[src/rtl/permute_pkg.sv]
// Shared definitions for the permute-stage sequencer: default geometry,
// round-index width and the controller state encoding.
package permute_pkg;

   localparam int SLICES_DEF = 64;
   localparam int ROUNDS_DEF = 24;
   localparam int ROUND_W    = 5;

   typedef enum logic [1:0] {
      IDLE  = 2'd0,
      RUN   = 2'd1,
      DRAIN = 2'd2,
      DONE  = 2'd3
   } state_e;

endpackage

[src/rtl/permute_slice_round_cnt.sv]
// Nested slice/round counter: the slice index wraps SLICES-1 -> 0 and carries
// into the round index, which wraps ROUNDS-1 -> 0.
module permute_slice_round_cnt
   import permute_pkg::*;
#(
   parameter int SLICES = SLICES_DEF,
   parameter int ROUNDS = ROUNDS_DEF
) (
   input  logic                       clk,
   input  logic                       rst,
   input  logic                       clr,
   input  logic                       en,
   output logic [$clog2(SLICES)-1:0] slice,
   output logic [ROUND_W-1:0]        round,
   output logic                       last_slice,
   output logic                       last
);

   localparam int SW = $clog2(SLICES);

   // last flags the final round; combined with last_slice it marks the final read
   assign last_slice = (slice == SW'(SLICES - 1));
   assign last       = (round == ROUND_W'(ROUNDS - 1));

   always_ff @(posedge clk) begin
      if (!rst || clr) begin
         slice <= '0;
         round <= '0;
      end else if (en) begin
         if (last_slice) begin
            slice <= '0;
            round <= last ? '0 : round + 1'b1;
         end else begin
            slice <= slice + 1'b1;
         end
      end
   end

endmodule

[src/rtl/permute_ctrl.sv]
// Permute-stage sequencer: walks ROUNDS x SLICES reads over the ping-pong slice
// memory, mirrors them one cycle later as writes, and strobes the final round to the dump.
module permute_ctrl
   import permute_pkg::*;
#(
   parameter int SLICES = SLICES_DEF,
   parameter int ROUNDS = ROUNDS_DEF,
   parameter int IDX_W  = 10
) (
   input  logic                       clk,
   input  logic                       rst,
   input  logic                       start,
   output logic                       busy,
   output logic                       done,
   output logic                       rd_en,
   output logic [$clog2(SLICES)-1:0] rd_addr,
   output logic                       rd_bank,
   output logic                       wr_en,
   output logic [$clog2(SLICES)-1:0] wr_addr,
   output logic                       wr_bank,
   output logic [ROUND_W-1:0]        round,
   output logic                       write_file,
   output logic [IDX_W-1:0]          file_index,
   output state_e                     fsm_state
);

   localparam int SW = $clog2(SLICES);

   state_e             state;
   state_e             next_state;
   logic               cnt_clr;
   logic               cnt_en;
   logic [SW-1:0]      rd_slice;
   logic [ROUND_W-1:0] rd_round;
   logic               rd_last_slice;
   logic               rd_last_round;
   logic [ROUND_W-1:0] wr_round;

   permute_slice_round_cnt #(
      .SLICES(SLICES),
      .ROUNDS(ROUNDS)
   ) u_rd_cnt (
      .clk       (clk),
      .rst       (rst),
      .clr       (cnt_clr),
      .en        (cnt_en),
      .slice     (rd_slice),
      .round     (rd_round),
      .last_slice(rd_last_slice),
      .last      (rd_last_round)
   );

   always_ff @(posedge clk) begin
      if (!rst) state <= IDLE;
      else      state <= next_state;
   end

   always_comb begin
      next_state = state;
      cnt_clr    = 1'b0;
      cnt_en     = 1'b0;
      busy       = 1'b1;
      done       = 1'b0;
      rd_en      = 1'b0;
      case (state)
         IDLE: begin
            busy    = 1'b0;
            cnt_clr = 1'b1;
            if (start) next_state = RUN;
         end
         RUN: begin
            rd_en  = 1'b1;
            cnt_en = 1'b1;
            if (rd_last_slice && rd_last_round) next_state = DRAIN;
         end
         DRAIN: next_state = DONE;
         DONE: begin
            done       = 1'b1;
            next_state = IDLE;
         end
         default: next_state = IDLE;
      endcase
   end

   assign rd_addr   = rd_slice;
   assign round     = rd_round;
   assign rd_bank   = rd_round[0];
   assign fsm_state = state;

   // One-cycle datapath latency; fields are zeroed when no read is issued so idle outputs stay 0
   always_ff @(posedge clk) begin
      if (!rst) begin
         wr_en    <= 1'b0;
         wr_addr  <= '0;
         wr_bank  <= 1'b0;
         wr_round <= '0;
      end else begin
         wr_en    <= rd_en;
         wr_addr  <= rd_en ? rd_slice : '0;
         wr_bank  <= rd_en & ~rd_round[0];
         wr_round <= rd_en ? rd_round : '0;
      end
   end

   assign write_file = wr_en && (wr_round == ROUND_W'(ROUNDS - 1));

   always_ff @(posedge clk) begin
      if (!rst)               file_index <= '0;
      else if (state == DONE) file_index <= file_index + 1'b1;
   end

endmodule

[config.mk]
export PLATFORM = sky130hd
export DESIGN_NAME = permute_ctrl
export DESIGN_NICKNAME = d
export VERILOG_FILES = /design/src/rtl/permute_pkg.sv /design/src/rtl/permute_slice_round_cnt.sv /design/src/rtl/permute_ctrl.sv
export SDC_FILE = /design/constraint.sdc
export NUM_CORES = 1
export LEC_CHECK = 0
export CAP_MARGIN = 20
export CORE_UTILIZATION = 50
export CTS_CLUSTER_SIZE = 8
export DETAILED_ROUTE_END_ITERATION = 10
export PLACE_DENSITY = 0.82
export SYNTH_ARGS = -nofsm -noshare
export SYNTH_HDL_FRONTEND = slang
export SYNTH_SLANG_ARGS = --single-unit
export TNS_END_PERCENT = 5
[constraint.sdc]
create_clock -name clk -period 2.8 [get_ports clk]
set_clock_uncertainty 0.05 [all_clocks]
set_input_delay 0.42 -clock clk [delete_from_list [all_inputs] [get_ports clk]]
set_output_delay 0.42 -clock clk [all_outputs]
set_load 0.01 [all_outputs]
======== After elaboration in Yosys (flattened, before gate mapping) ========
Index checks and enable logic that the tools add are counted.
cells by class
  multiplexer cells ....................... 9
  eq/ne operators ......................... 8
  reductions and logical operators ........ 8
  add/sub/neg operators ................... 3
  bitwise operators ....................... 2
operators with widths
  kind                                                                    number
  10-bit by 1-bit adder with 10-bit output (second input constant)        1
  5-bit equality test (second input constant)                             2
  2-bit case mux with 4 select lines                                      1
  6-bit by 1-bit adder with 6-bit output (second input constant)          1
  6-bit equality test (second input constant)                             1
  6-bit 2-to-1 mux                                                        1
  2-bit AND reduction                                                     3
  5-bit by 1-bit adder with 5-bit output (second input constant)          1
  5-bit 2-to-1 mux                                                        1
  2-bit equality test (second input constant)                             2
  1-bit 2-to-1 mux                                                        4
  2-bit 2-to-1 mux                                                        2
  2-bit != test (second input constant)                                   2
  2-bit by 1-bit equality test with 1-bit output (second input constant)  1
  1-bit logical AND                                                       2
  2-bit logical NOT                                                       1
  1-bit AND                                                               1
  1-bit logical NOT                                                       1
  1-bit logical OR                                                        1
  1-bit inverter                                                          1
word-level totals
  flip-flop bits (word level) ............. 36
  output and inout port bits .............. 36
  logic and storage cells ................. 38

======== Longest topological paths before layout ========
  depth in word-level cells ............... 4
  mapped depth ............................ 7
  mapped depth without buffers ............ 6

======== By module ========
From an unflattened synthesis, not the netlist that was laid out.
unflattened totals
  cells, all modules ...................... 158
  area, all modules ....................... 1500.2 µm²
by module, submodules not included
  module                   cells an instance  instances  area each (µm²)
  permute_ctrl             97                 1          960.9
  permute_slice_round_cnt  61                 1          539.3

======== Worst setup path after synthesis ========
Ideal clock, no wire load.
  kind .................................... register -> register
  start point ............................. register state[0] (netlist: fsm_state[0])
  end point ............................... register u_rd_cnt.round[3]
  clock period less this slack ............ 1.628 ns
  path buffers ............................ 1
  setup slack ............................. 1.172 ns
  cell stages (with the launch flop) ...... 7
  arrival ................................. 1.450 ns
  setup time .............................. 0.128 ns
  cell sequence ........................... dfxtp_1 ha_1 buf_4 nand4_2 nor3_1 mux2i_1 nor2_1
on the way
  cells in the longest elaborated chain, start to end .. 3
  elaborated cells between the ends (all ways) .. 6
ends and longest elaborated chain
  what                                            RTL line                       RTL
  start, declared                                 permute_ctrl.sv:29             state_e state;
  start signal, assigned                          permute_ctrl.sv:55             else state <= next_state;
  2-bit by 1-bit equality test with 1-bit output  -
  1-bit 2-to-1 mux                                -
  named net rd_en                                 permute_ctrl.sv:15             output logic rd_en,
  2-bit AND reduction (no line)                   -
  end signal, assigned                            permute_slice_round_cnt.sv:32  round <= last ? '0 : round + 1'b1;
  end, declared                                   permute_slice_round_cnt.sv:14  output logic [ROUND_W-1:0] round,
The timed path passes the listed nets, and every way through them passes these cells.
A chain may end at the register's enable or synchronous reset.

======== Worst setup path in the final report ========
  start point ............................. register state[0] (netlist: fsm_state[0])
  end point ............................... output busy
on the way
  cells in the longest elaborated chain, start to end .. 2
ends and longest elaborated chain
  what               RTL line            RTL
  2-bit logical NOT  permute_ctrl.sv:65  case (state)
  1-bit 2-to-1 mux   permute_ctrl.sv:65
  end, declared      permute_ctrl.sv:13  output logic busy,
Every way passes these cells.

==> qor.log <==
INFO  route          routed-via-count=1,202
INFO  run            max-cap-violations=0
INFO  synth          yosys.area.top_type_share=0.481
INFO  clock_tree     ctsLongestPathBuffers=2
INFO  synth          yosysSeqAreaShare=0.481
INFO  timing         setup-tns-final=0ns
INFO  place          gp_congestion=0.805
INFO  power          total_power=1.27mW
INFO  route          drt_iter0_drc=21
INFO  setup_path     critPathArrivalTime=1.70ns
INFO  clock_tree     post_cts_buffers=0
INFO  power          powerDensity=646nW/um2
INFO  clock_tree     clock_tree.htree_level_count=2
INFO  die            core_region_area=2810um2
INFO  status         violated_checks=design-rule violations
INFO  setup_path     setup.worst_path.class=reg -> out
INFO  clock_tree     holdBufCountCts=0
INFO  grt            grt_max_degree=19
INFO  power          net_switching_share_of_the_total_power=0.296
INFO  place          preCtsSetupSlack=0.996ns
INFO  synth          synth.avg_cell_area=9.66um2
INFO  timing         setup-violations-final=0
INFO  route          post-route-drc-count=5
INFO  timing         max_clock_freq=0.462GHz
INFO  route          wl_per_cell=13.4um
INFO  power          total_leakage_power=0.781nW
INFO  setup_path     endpoint_kind=primary output
INFO  finish         n_antenna_cell=0
INFO  timing         hold_viol_final=0
INFO  clock_tree     ctsResizeCount=0
INFO  setup_path     crit_slowest_cell=sky130_fd_sc_hd__clkdlybuf4s50_1
INFO  timing         maxSlewHeadroom=0.756
INFO  grt            first_global_vias=1,183
INFO  synth          yosys.cell_types.count=31
INFO  place          detailed_place_hpwl=2.23mm
INFO  setup_path     cells_along_the_critical_path=inv_1, ha_1, inv_1, clkdlybuf4s50_1
INFO  power          combPwrFrac=0.276
INFO  die            dieArea=3220um2
INFO  clock_tree     clk_sinks=36
INFO  finish         area.growth.synth_to_final=31.6%
INFO  timing         final_min_period_over_clock_period=0.774
INFO  place          place.port_buffers=38
INFO  clock_tree     clockRootBuffer=sky130_fd_sc_hd__clkbuf_4
INFO  timing         timing.final.ws_setup=0.634ns
INFO  clock_tree     insertion_delay=0.33ns
INFO  synth          synth_edf_count=0
INFO  timing         grt_setup_unrepaired=no
INFO  die            floorplan.io_pins=39
INFO  power          clock_power_share=0.276
INFO  grt            global_route_congestion_overflow_total=0
INFO  grt            antenna_found_initial=0
INFO  grt            grt_usage=0.207
INFO  die            placementRows=19
INFO  die            floorplan.initialDensity=0.534
INFO  synth          syn_nets=165
INFO  synth          netlist.top_cell.by_area=sky130_fd_sc_hd__dfxtp_1
INFO  setup_path     crit_fanout=5
INFO  finish         final_nets=205
INFO  finish         design_area=1970um2
INFO  synth          count_of_state_elements_after_synthesis=36
INFO  die            fp.dieW=56.7um
INFO  setup_path     cp-start-kind=flip-flop
INFO  setup_path     path_common_cell=sky130_fd_sc_hd__inv_1
INFO  setup_path     worst_path_largest_cell_delay=0.54ns
INFO  power          seq_power_share=0.448
INFO  power          vdd_drop_max=0.529mV
INFO  clock_tree     clkSlewWorstSetupHoldPaths=0.10ns
INFO  route          drt_wl_total=3.05mm
INFO  synth          ys_async_sr_fraction=0
INFO  grt            first_pass_grt_wire_length=5.05mm
INFO  synth          synthCells=155
INFO  place          placed_area=1890um2
INFO  power          total_switching_power=0.376mW
INFO  route          route.antenna.remaining_nets=0
INFO  synth          synthFlopType=sky130_fd_sc_hd__dfxtp_1
INFO  setup_path     cp.required=2.33ns
INFO  synth          yosysWarnings=0
INFO  timing         post-route-min-period=2.17ns
INFO  power          p_int=0.897mW
INFO  finish         finalCoreUtilization=0.702
INFO  synth          netlist_area=1500um2
INFO  clock_tree     tritoncts=built
INFO  status         run_status=finished with violations
INFO  die            dieHeight=56.7um
INFO  route          post_drt_via_cell_ratio=5.30
INFO  synth          synth_area_leaders=sky130_fd_sc_hd__dfxtp_1, sky130_fd_sc_hd__ha_1, sky130_fd_sc_hd__and3_1, sky130_fd_sc_hd__xor2_1, sky130_fd_sc_hd__nand2_1
INFO  timing         worst_slew_pin_slew=0.365ns
INFO  clock_tree     clock_buffers_created_by_tritoncts=5
INFO  route          firstDrtPassIters=7
INFO  timing         slew_viol_final=0
INFO  finish         layout-drive-gt1-share=0.0714
INFO  hold_path      hp-class=reg -> reg
power by group through the flow:
stage | Clock (mW) | Sequential (mW) | Combinational [mW]
5_1_grt | 0.383 | 0.575 | 0.377
2_1_floorplan | 0 | 0.591 | 0.204
3_3_place_gp | 0 | 0.578 | 0.336
6_report | 0.351 | 0.570 | 0.352
4_1_cts | 0.361 | 0.570 | 0.357
3_5_place_dp | 0 | 0.582 | 0.353
kinds of logic after synthesis:
| group | after synthesis | synth area share |
|---|---|---|
| simple gates | 69 | 0.256 |
| flops | 36 | 0.481 |
| xor+xnor | 13 | 0.0760 |
| buf+inv | 13 | 0.0401 |
| compound gates | 12 | 0.0551 |
| fa+ha+maj | 7 | 0.0585 |
| mux | 5 | 0.0334 |
worst max-delay path: cells and delay by family (launching register included):
family | cells | cell delay (ns)
adders and majority gates | 1 | 0.24
buffers and inverters | 3 | 0.71
DFF | 1 | 0.41
flip-flops by register name, summed over array words and instances, names as in the netlist:
| name | count |
|---|---|
| fsm_state | 2 |
| file_index | 10 |
| wr_bank | 1 |
| wr_round | 5 |
| wr_en | 1 |
| u_rd_cnt.round | 5 |
| u_rd_cnt.slice | 6 |
| wr_addr | 6 |
layout make-up:
cell class              count  area (um2)
clock inverters             2        35.0
multi-input cells         106         717
flip-flops and latches     36         721
clock buffers               6        41.3
repair buffers             40         395
inverters                   6        22.5
well taps                  31        38.8
fillers                   226         835
layer usage:
layer	vias up	share of wire	routed length [um]	GRT usage
met5	-	0	0	0
met4	0	0.022	68	0.125
met3	8	0.039	118	0.0507
met2	29	0.51	1550	0.355
met1	562	0.43	1320	0.229
li1	603	-	-	-
metrics by stage:
step	hold WS (ns)	std cells
5_1_grt	0.508	227
2_1_floorplan	0.463	155
6_report	0.472	227
3_5_place_dp	0.462	219
3_3_place_gp	0.442	219
4_1_cts	0.478	227
synthesized netlist by cell type, drive strengths merged, types with 2 or more instances:
library cell  count
a21oi             3
and3             11
nand3             3
nor2b             3
nor3              8
or3               2
nand2            14
ha                7
inv               6
mux2i             5
a21boi            2
xnor2             6
and2              8
dfxtp            36
nor2             11
nand4             4
xor2              7
clkbuf            4
o21ai             4
buf               3
layout by cell type, fill, tap and decap left out:
| master | n |
|---|---|
| sky130_fd_sc_hd__clkdlybuf4s50_1 | 38 |
| sky130_fd_sc_hd__dfxtp_1 | 36 |
| sky130_fd_sc_hd__nand2_1 | 14 |
| sky130_fd_sc_hd__nor2_1 | 11 |
| sky130_fd_sc_hd__and3_1 | 11 |
| sky130_fd_sc_hd__nor3_1 | 8 |
| sky130_fd_sc_hd__and2_1 | 8 |
| sky130_fd_sc_hd__xor2_1 | 7 |
| sky130_fd_sc_hd__ha_1 | 7 |
| sky130_fd_sc_hd__inv_1 | 6 |
| sky130_fd_sc_hd__xnor2_1 | 6 |
| sky130_fd_sc_hd__mux2i_1 | 5 |
| sky130_fd_sc_hd__clkbuf_4 | 5 |
| sky130_fd_sc_hd__o21ai_0 | 4 |
| sky130_fd_sc_hd__nand4_1 | 3 |
| sky130_fd_sc_hd__nor2b_1 | 3 |
| sky130_fd_sc_hd__nand3_1 | 2 |
| sky130_fd_sc_hd__or3_1 | 2 |
| sky130_fd_sc_hd__a21boi_1 | 2 |
| sky130_fd_sc_hd__a21oi_1 | 2 |
| sky130_fd_sc_hd__buf_4 | 2 |
| sky130_fd_sc_hd__nand4b_1 | 1 |
| sky130_fd_sc_hd__nand3_2 | 1 |
| sky130_fd_sc_hd__and4b_1 | 1 |
| sky130_fd_sc_hd__and4_1 | 1 |
| sky130_fd_sc_hd__a31oi_2 | 1 |
| sky130_fd_sc_hd__a21oi_2 | 1 |
| sky130_fd_sc_hd__nand4_2 | 1 |
| sky130_fd_sc_hd__nor4_2 | 1 |
| sky130_fd_sc_hd__nand3b_1 | 1 |
| sky130_fd_sc_hd__o31a_1 | 1 |
| sky130_fd_sc_hd__o21a_1 | 1 |
| sky130_fd_sc_hd__bufinv_16 | 1 |
| sky130_fd_sc_hd__clkinv_2 | 1 |
| sky130_fd_sc_hd__clkbuf_1 | 1 |
path summary, 6_finish.rpt:
path                 start                 to  slack [ns]  depth (start not counted)
min          file_index[6]      file_index[6]        0.47                          2
min reg2reg  file_index[6]      file_index[6]        0.47                          2
max           fsm_state[0]               busy        0.63                          4
max reg2reg   fsm_state[1]  u_rd_cnt.round[1]        1.04                          7
No activity file was read; power rests on OpenSTA's default activity.
